<file path="src/rtl/snitch_pkg.sv">
// -----------------------------------------------------------------------------
// snitch_pkg
//
// Shared types for the Snitch cluster performance-counter unit:
//   core_events_t    per-core event strobes, bit position = event index
//   event_sel_e      event selector stored in a counter's CFG register
//   perf_cnt_cfg_t   layout of the 32-bit CFG register
//   PerfCfg/PerfValueLo/PerfValueHi/PerfReserved  register-select codes
//   event_hit()      picks the selected strobe out of one core's events
// -----------------------------------------------------------------------------
package snitch_pkg;

  // Declared MSB first, so retired_acc lands on bit 0 and issue_fpu on bit 6.
  typedef struct packed {
    logic issue_fpu;
    logic issue_fpu_seq;
    logic issue_core_to_fpu;
    logic retired_instr;
    logic retired_load;
    logic retired_i;
    logic retired_acc;
  } core_events_t;

  typedef enum logic [2:0] {
    EvRetiredAcc     = 3'd0,
    EvRetiredI       = 3'd1,
    EvRetiredLoad    = 3'd2,
    EvRetiredInstr   = 3'd3,
    EvIssueCoreToFpu = 3'd4,
    EvIssueFpuSeq    = 3'd5,
    EvIssueFpu       = 3'd6,
    EvNone           = 3'd7
  } event_sel_e;

  typedef struct packed {
    logic [15:0] core_mask;
    logic [10:0] reserved;
    logic        overflow;
    event_sel_e  event_sel;
    logic        enable;
  } perf_cnt_cfg_t;

  localparam logic [1:0] PerfCfg      = 2'd0;
  localparam logic [1:0] PerfValueLo  = 2'd1;
  localparam logic [1:0] PerfValueHi  = 2'd2;
  localparam logic [1:0] PerfReserved = 2'd3;

  // EvNone indexes the padding zero bit, so it can never count.
  function automatic logic event_hit(input core_events_t ev, input event_sel_e sel);
    logic [7:0] bits;
    bits = {1'b0, ev};
    return bits[sel];
  endfunction

endpackage

</file>
<file path="src/rtl/snitch_event_counter.sv">
// -----------------------------------------------------------------------------
// snitch_event_counter
//
// One counter slice: CFG (enable, event select, core mask, sticky overflow),
// the CounterWidth-bit count, and the per-cycle popcount of masked strobes.
//
// Optional feature macro: SNITCH_EVENT_COUNTERS_SNAPSHOT_EN
//   defined   - a VALUE_LO read latches the upper count bits; VALUE_HI reads
//               return that snapshot (atomic LO-then-HI wide read).
//   undefined - VALUE_HI reads return the live upper bits.
//
// Ports:
//   clk_i, rst_i     clock, synchronous active-high reset
//   core_events_i    per-core event strobes
//   wr_en_i          accepted write addressed to this slice
//   rd_en_i          accepted read addressed to this slice
//   reg_sel_i        register select (CFG / VALUE_LO / VALUE_HI / reserved)
//   wdata_i          write data
//   rdata_o          current value of the selected register
// -----------------------------------------------------------------------------
module snitch_event_counter
  import snitch_pkg::*;
#(
  parameter int unsigned NrCores      = 8,
  parameter int unsigned CounterWidth = 48
) (
  input  logic                       clk_i,
  input  logic                       rst_i,
  input  core_events_t [NrCores-1:0] core_events_i,
  input  logic                       wr_en_i,
  input  logic                       rd_en_i,
  input  logic [1:0]                 reg_sel_i,
  input  logic [31:0]                wdata_i,
  output logic [31:0]                rdata_o
);

  localparam int unsigned HiWidth  = CounterWidth - 32;
  localparam int unsigned IncWidth = $clog2(NrCores + 1);
  localparam int unsigned SumWidth = CounterWidth + 1;

  logic                    enable_q, enable_d;
  event_sel_e              event_sel_q, event_sel_d;
  logic                    overflow_q, overflow_d;
  logic [NrCores-1:0]      mask_q, mask_d;
  logic [CounterWidth-1:0] cnt_q, cnt_d;

  perf_cnt_cfg_t           wcfg;
  perf_cnt_cfg_t           rd_cfg;
  logic [IncWidth-1:0]     inc;
  logic [SumWidth-1:0]     sum;
  logic                    carry;
  logic [31:0]             hi_rd;

  assign wcfg = perf_cnt_cfg_t'(wdata_i);

  // Number of masked cores strobing the selected event this cycle.
  // NOTE: every signal written in an always_comb gets a default first, so no
  // path can leave it unassigned and infer a latch.
  always_comb begin
    inc = '0;
    if (enable_q) begin
      for (int unsigned c = 0; c < NrCores; c++) begin
        if (mask_q[c] && event_hit(core_events_i[c], event_sel_q)) begin
          inc = inc + IncWidth'(1);
        end
      end
    end
  end

  assign sum   = {1'b0, cnt_q} + SumWidth'(inc);
  assign carry = sum[CounterWidth];

  always_comb begin
    enable_d    = enable_q;
    event_sel_d = event_sel_q;
    mask_d      = mask_q;
    cnt_d       = sum[CounterWidth-1:0];
    overflow_d  = overflow_q | carry;
    if (wr_en_i) begin
      case (reg_sel_i)
        PerfCfg: begin
          enable_d    = wcfg.enable;
          event_sel_d = wcfg.event_sel;
          mask_d      = wcfg.core_mask[NrCores-1:0];
          // A carry in the same cycle beats the write-one-to-clear.
          overflow_d  = carry | (overflow_q & ~wcfg.overflow);
        end
        // A value write drops this cycle's increment, so no carry either;
        // the other half keeps its pre-increment value.
        PerfValueLo: begin
          cnt_d      = {cnt_q[CounterWidth-1:32], wdata_i};
          overflow_d = overflow_q;
        end
        PerfValueHi: begin
          cnt_d      = {wdata_i[HiWidth-1:0], cnt_q[31:0]};
          overflow_d = overflow_q;
        end
        default: ;
      endcase
    end
  end

  // NOTE: sequential state uses non-blocking assignments so every flop samples
  // pre-edge values regardless of process ordering.
  always_ff @(posedge clk_i) begin
    if (rst_i) begin
      enable_q    <= 1'b0;
      event_sel_q <= EvRetiredAcc;
      mask_q      <= '0;
      overflow_q  <= 1'b0;
      cnt_q       <= '0;
    end else begin
      enable_q    <= enable_d;
      event_sel_q <= event_sel_d;
      mask_q      <= mask_d;
      overflow_q  <= overflow_d;
      cnt_q       <= cnt_d;
    end
  end

`ifdef SNITCH_EVENT_COUNTERS_SNAPSHOT_EN
  logic [HiWidth-1:0] snap_q;

  always_ff @(posedge clk_i) begin
    if (rst_i) begin
      snap_q <= '0;
    end else if (rd_en_i && (reg_sel_i == PerfValueLo)) begin
      snap_q <= cnt_q[CounterWidth-1:32];
    end
  end

  always_comb begin
    hi_rd = '0;
    hi_rd[HiWidth-1:0] = snap_q;
  end
`else
  logic unused_rd_en;
  assign unused_rd_en = rd_en_i;

  always_comb begin
    hi_rd = '0;
    hi_rd[HiWidth-1:0] = cnt_q[CounterWidth-1:32];
  end
`endif

  // Reserved CFG bits and core-mask bits beyond NrCores are not stored.
  logic unused_wcfg;
  assign unused_wcfg = ^wcfg;

  always_comb begin
    rd_cfg                       = '0;
    rd_cfg.enable                = enable_q;
    rd_cfg.event_sel             = event_sel_q;
    rd_cfg.overflow              = overflow_q;
    rd_cfg.core_mask[NrCores-1:0] = mask_q;
    case (reg_sel_i)
      PerfCfg:     rdata_o = rd_cfg;
      PerfValueLo: rdata_o = cnt_q[31:0];
      PerfValueHi: rdata_o = hi_rd;
      default:     rdata_o = '0;
    endcase
  end

endmodule

</file>
<file path="src/rtl/snitch_event_counters.sv">
// -----------------------------------------------------------------------------
// snitch_event_counters
//
// Cluster performance-counter unit. NrCounters slices each count the masked
// strobes of one selected core event; software accesses them through a
// single-outstanding 32-bit request/response port.
//
// Optional feature macro: SNITCH_EVENT_COUNTERS_SNAPSHOT_EN (see the slice).
//
// Ports:
//   clk_i, rst_i     clock, synchronous active-high reset
//   core_events_i    NrCores x core_events_t strobes
//   req_valid_i/req_ready_o            request handshake
//   req_addr_i       {counter index, register select[1:0]}
//   req_write_i      1 = write, 0 = read
//   req_wdata_i      write data
//   rsp_valid_o/rsp_ready_i            response handshake
//   rsp_data_o       read data (0 for writes and unmapped counters)
// -----------------------------------------------------------------------------
module snitch_event_counters
  import snitch_pkg::*;
#(
  parameter int unsigned NrCores      = 8,
  parameter int unsigned NrCounters   = 4,
  parameter int unsigned CounterWidth = 48
) (
  input  logic                               clk_i,
  input  logic                               rst_i,
  input  core_events_t [NrCores-1:0]         core_events_i,
  input  logic                               req_valid_i,
  output logic                               req_ready_o,
  input  logic [$clog2(NrCounters)+1:0]      req_addr_i,
  input  logic                               req_write_i,
  input  logic [31:0]                        req_wdata_i,
  output logic                               rsp_valid_o,
  input  logic                               rsp_ready_i,
  output logic [31:0]                        rsp_data_o
);

  logic                  rsp_valid_q, rsp_valid_d;
  logic [31:0]           rsp_data_q, rsp_data_d;
  logic                  accept;
  logic [31:0]           req_idx;
  logic [31:0]           rd_mux;
  logic [NrCounters-1:0] slice_wr;
  logic [NrCounters-1:0] slice_rd;
  logic [31:0]           slice_rdata [NrCounters];

  // One transaction in flight: no new accept while a response is pending.
  assign req_ready_o = ~rst_i & ~rsp_valid_q;
  assign accept      = req_valid_i & req_ready_o;
  // Counter index as a full word, so indices >= NrCounters match no slice.
  assign req_idx     = 32'(req_addr_i) >> 2;

  always_comb begin
    rd_mux   = '0;
    slice_wr = '0;
    slice_rd = '0;
    for (int unsigned i = 0; i < NrCounters; i++) begin
      if (req_idx == i) begin
        rd_mux      = slice_rdata[i];
        slice_wr[i] = accept & req_write_i;
        slice_rd[i] = accept & ~req_write_i;
      end
    end
  end

  for (genvar i = 0; i < NrCounters; i++) begin : gen_counter
    snitch_event_counter #(
      .NrCores      (NrCores),
      .CounterWidth (CounterWidth)
    ) i_counter (
      .clk_i         (clk_i),
      .rst_i         (rst_i),
      .core_events_i (core_events_i),
      .wr_en_i       (slice_wr[i]),
      .rd_en_i       (slice_rd[i]),
      .reg_sel_i     (req_addr_i[1:0]),
      .wdata_i       (req_wdata_i),
      .rdata_o       (slice_rdata[i])
    );
  end

  // Read data is captured at accept, i.e. before this cycle's updates land.
  always_comb begin
    rsp_valid_d = rsp_valid_q;
    rsp_data_d  = rsp_data_q;
    if (accept) begin
      rsp_valid_d = 1'b1;
      rsp_data_d  = req_write_i ? 32'd0 : rd_mux;
    end else if (rsp_valid_q && rsp_ready_i) begin
      rsp_valid_d = 1'b0;
    end
  end

  always_ff @(posedge clk_i) begin
    if (rst_i) begin
      rsp_valid_q <= 1'b0;
      rsp_data_q  <= '0;
    end else begin
      rsp_valid_q <= rsp_valid_d;
      rsp_data_q  <= rsp_data_d;
    end
  end

  assign rsp_valid_o = rsp_valid_q;
  assign rsp_data_o  = rsp_data_q;

endmodule

</file>
<file path="config.mk">
export PLATFORM = sky130hd
export DESIGN_NAME = snitch_event_counters
export DESIGN_NICKNAME = d
export VERILOG_FILES = /design/src/rtl/snitch_pkg.sv /design/src/rtl/snitch_event_counter.sv /design/src/rtl/snitch_event_counters.sv
export SDC_FILE = /design/constraint.sdc
export NUM_CORES = 1
export LEC_CHECK = 0
export ABC_AREA = 0
export CORE_AREA = 2 2 260 211
export DETAILED_ROUTE_END_ITERATION = 8
export DIE_AREA = 0 0 262 213
export GPL_ROUTABILITY_DRIVEN = 0
export SLEW_MARGIN = 10
export SYNTH_ARGS = -nofsm -noshare
export SYNTH_HDL_FRONTEND = slang
export SYNTH_SLANG_ARGS = --single-unit
</file>
<file path="constraint.sdc">
create_clock -name clk_i -period 9.33 [get_ports clk_i]
set_input_delay 1.3995 -clock clk_i [delete_from_list [all_inputs] [get_ports clk_i]]
set_output_delay 1.3995 -clock clk_i [all_outputs]
set_load 0.05 [all_outputs]
</file>
==> metrics.md, run 1 <==
| Metric | Value |
|---|---|
| Worst-skew pair later-pin latency | a little under 600 ps |
| Synth top cells by count | nor2_1, a21oi_1, nand2_1 |
| Crit share post-route | 0.877 |
| Number of port buffers | 130 |
| Resized Gates After CTS | 0 |
| Initial DRC count | ~3600 |
| Synth Net Count | around 3000 |
| CTS H-tree depth | 1 |
| Worst vdd ir | between 0.1 and 0.15 mV |
| TritonCTS clock tree | done |
| Rel. slew slack | 0.144 |
| Non-Filler Instances | 3561 |
| Leading area contributor after synthesis | dfxtp_1 |
| Yosys reg bits | ~280 |
| CP Class | in2reg |
| DRT Pass-1 Iters | 9 |
| Syn_area_per_cell | between 7 and 8 µm² |
| WHS | approximately 460 ps |
| Slew @ Worst Pin | 1280 ps |
| Initial antenna violation count | 5 |
| Layout area overhead | 13.3% |
| Pwr/cell area | 121 nW/µm² |
| Drt wl/cell | 25.4 µm |
| Share of the synthesized area in the top cell type | 0.264 |
| Fin Clk Skew | 9.08 ps |
| EDFF count, synth | 0 |
| Final nets | 2993 |
| Final slew viol count | 0 |
| Max incr delay on CP | 830 ps |
| Vias | around 23000 |
| Largest net degree at the start of global routing | 150 |
| Yosys warnings | 0 |
| Vias in the first global route | ~21000 |
| DRC Markers | 0 |
| Initial Util | 0.395 |
| Cts hold-fix bufs | 0 |
| Max clock buf depth | 3 |
| Fillers | 5281 |
| Final core occ | 0.447 |
| DP Cell Count | 3506 |
| CP most frequent cell | ha_1 |
| RSZ-0062 raised after global routing | false |
| Clk sink count | 277 |
| Req. time, crit path | ~10000 ps |
| GR Overflow Total | 0 |
| # Max-Cap Violations | 0 |
| # setup viols final | 0 |
| Worst hold path class | reg2reg |
| Tmin final | ~8200 ps |
| Cell Rows | 76 |
| Top FF cell, synth | dfxtp_1 |
| Clk root buf | clkbuf_16 |
| Clock slew at reported path FFs | roughly 70 ps |
| DIE WIDTH | between 200 and 300 µm |
| Mapped Cells | roughly 2800 |
| CTS buffer count | 30 |
| Die Y-Extent | roughly 210 µm |
| Total I/O pin count | roughly 130 |
| Post-route ant nets | 0 |
| Lkg Pwr | just over 8 nW |
| Seq/Total Area, Yosys | 0.264 |
| Post-CTS Setup Bufs | 0 |
| Synth unique cells | a little over 80 |
| Crit path max fanout | 6 |
| First-pass GRT wire length | ~130000 µm |
| Setup TNS | 0 ps |
| Drt total wl | 90600 µm |
| Core area | 53300 µm² |
| Fraction of registers with async set/reset | 0 |
| Avg Vias per Cell | ~6.5 |
| Critical Path AT | approximately 8700 ps |
| Status | finished, final reports clean |
| Gr usage total | 0.318 |
| Mapped cell area | 21000 µm² |
| Final Hold Fails | 0 |
| DP HPWL | around 66000 µm |
| CP Launch Type | primary input |
| Most frequent cell after synthesis | nor2_1 |
| Die Footprint | 55800 µm² |
| F_max | around 0.12 GHz |
| Top cells by area, synth | dfxtp_1, a21oi_1, nor2_1 |
| Fraction of layout cells with a size suffix above 1 | 0.0703 |
| Worst Setup End Kind | flip-flop |
| CP max stage cell | nor4_1 |
## registers in the layout (all words and copies together), names as in the netlist
| register | cells |
|---|---|
| rsp_valid_o | 1 |
| gen_counter.i_counter.mask_q | 32 |
| gen_counter.i_counter.cnt_q | 192 |
| gen_counter.i_counter.enable_q | 4 |
| gen_counter.i_counter.overflow_q | 4 |
| gen_counter.i_counter.event_sel_q | 12 |
| rsp_data_o | 32 |
## worst max-delay path: cells and delay by family
family / cells / cell delay [ps]
multiplexers: 2 / 640
buffers and inverters: 1 / 470
AND/OR/NAND/NOR: 9 / 2320
adder cells (fa/ha/maj): 5 / 1610
AO/OA/AOI/OAI: 9 / 1410
XOR/XNOR: 3 / 830
## final timing paths
| check | start | cells past startpoint | end | slack, ps |
|---|---|---|---|---|
| setup / recovery | core_events_i[3] | 29 | gen_counter[3].i_counter.cnt_q[47] | 1150 |
| hold / removal | rsp_data_o[12] | 2 | rsp_data_o[12] | 460 |
| setup reg to reg | gen_counter[1].i_counter.event_sel_q[0] | 30 | gen_counter[1].i_counter.cnt_q[46] | 1470 |
| hold reg to reg | rsp_data_o[12] | 2 | rsp_data_o[12] | 460 |
## layout make-up
| type | instances | area, µm² | area share |
|---|---|---|---|
| Tap cell | 702 | 878 | 0.0369 |
| Inverter | 55 | 206 | 0.00867 |
| Clock inverter | 11 | 158 | 0.00662 |
| Timing Repair Buffer | 172 | 1610 | 0.0676 |
| Sequential cell | 277 | 5550 | 0.233 |
| Antenna cell | 1 | 2.50 | 0.000105 |
| Clock buffer | 43 | 921 | 0.0387 |
| Multi-Input combinational cell | 2300 | 14500 | 0.609 |
## cells by family after synthesis
kind of cell    synth area share
fa+ha+maj                 0.0371
mux                       0.0718
simple gates               0.239
xor+xnor                  0.0675
flops                      0.264
buf+inv                   0.0490
compound gates             0.272
## power by group
group / internal (mW) / leakage, nW / total, mW / switching, mW
registers: 1.19 / 2.23 / 1.20 / 0.0110
logic: 0.0985 / 5.44 / 0.342 / 0.243
clock network: 0.790 / 0.536 / 1.34 / 0.547
## placed cells by master (no fill, tap or decap), types with 17 or more instances in the layout
cell             instances
and2_1                  26
nor3_1                 134
xnor2_1                 71
or3_1                   17
buf_4                   42
dfxtp_1                277
ha_1                    53
a21o_1                  25
xor2_1                  50
o211ai_1                20
a31oi_1                 28
nand3_1                 98
a22oi_1                114
mux4_2                  41
and3_1                  22
nor2_1                 339
a221oi_1                36
o21a_1                  17
o22ai_1                 29
clkdlybuf4s50_1        127
nand2_1                324
inv_1                   54
clkbuf_16               31
nor2b_1                 19
a211oi_1                59
o32ai_1                 18
o21ai_0                137
nand2b_1                20
nand4_1                 39
a21oi_1                329
mux2i_1                 44
## metrics by stage
stage | total power [mW] | cell area, µm² | worst slack [ps]
2_1_floorplan | 1.38 | 21000 | 2080
3_3_place_gp | 1.55 | 22700 | 833
3_5_place_dp | 1.55 | 22700 | 631
4_1_cts | 2.86 | 23800 | 1220
5_1_grt | 2.93 | 23800 | 558
6_report | 2.88 | 23800 | 1150
## per-layer routing
metal  track usage  share of wire  routed length, µm  vias to the layer above
li1              -              -                  -                    10405
met1         0.448           0.41              36900                    11079
met2         0.450           0.41              36900                     1516
met3         0.111           0.15              13800                      188
met4        0.0966          0.033               3000                        0
met5             0              0                  0                        -
No activity file was read; power rests on OpenSTA's default activity.
==> run 2: changes to the inputs <==
- ABC_CLOCK_PERIOD_IN_PS: default -> 9330
==> results of run 2 <==
No change in the layout: final DEF, timing and power equal those of run 1.
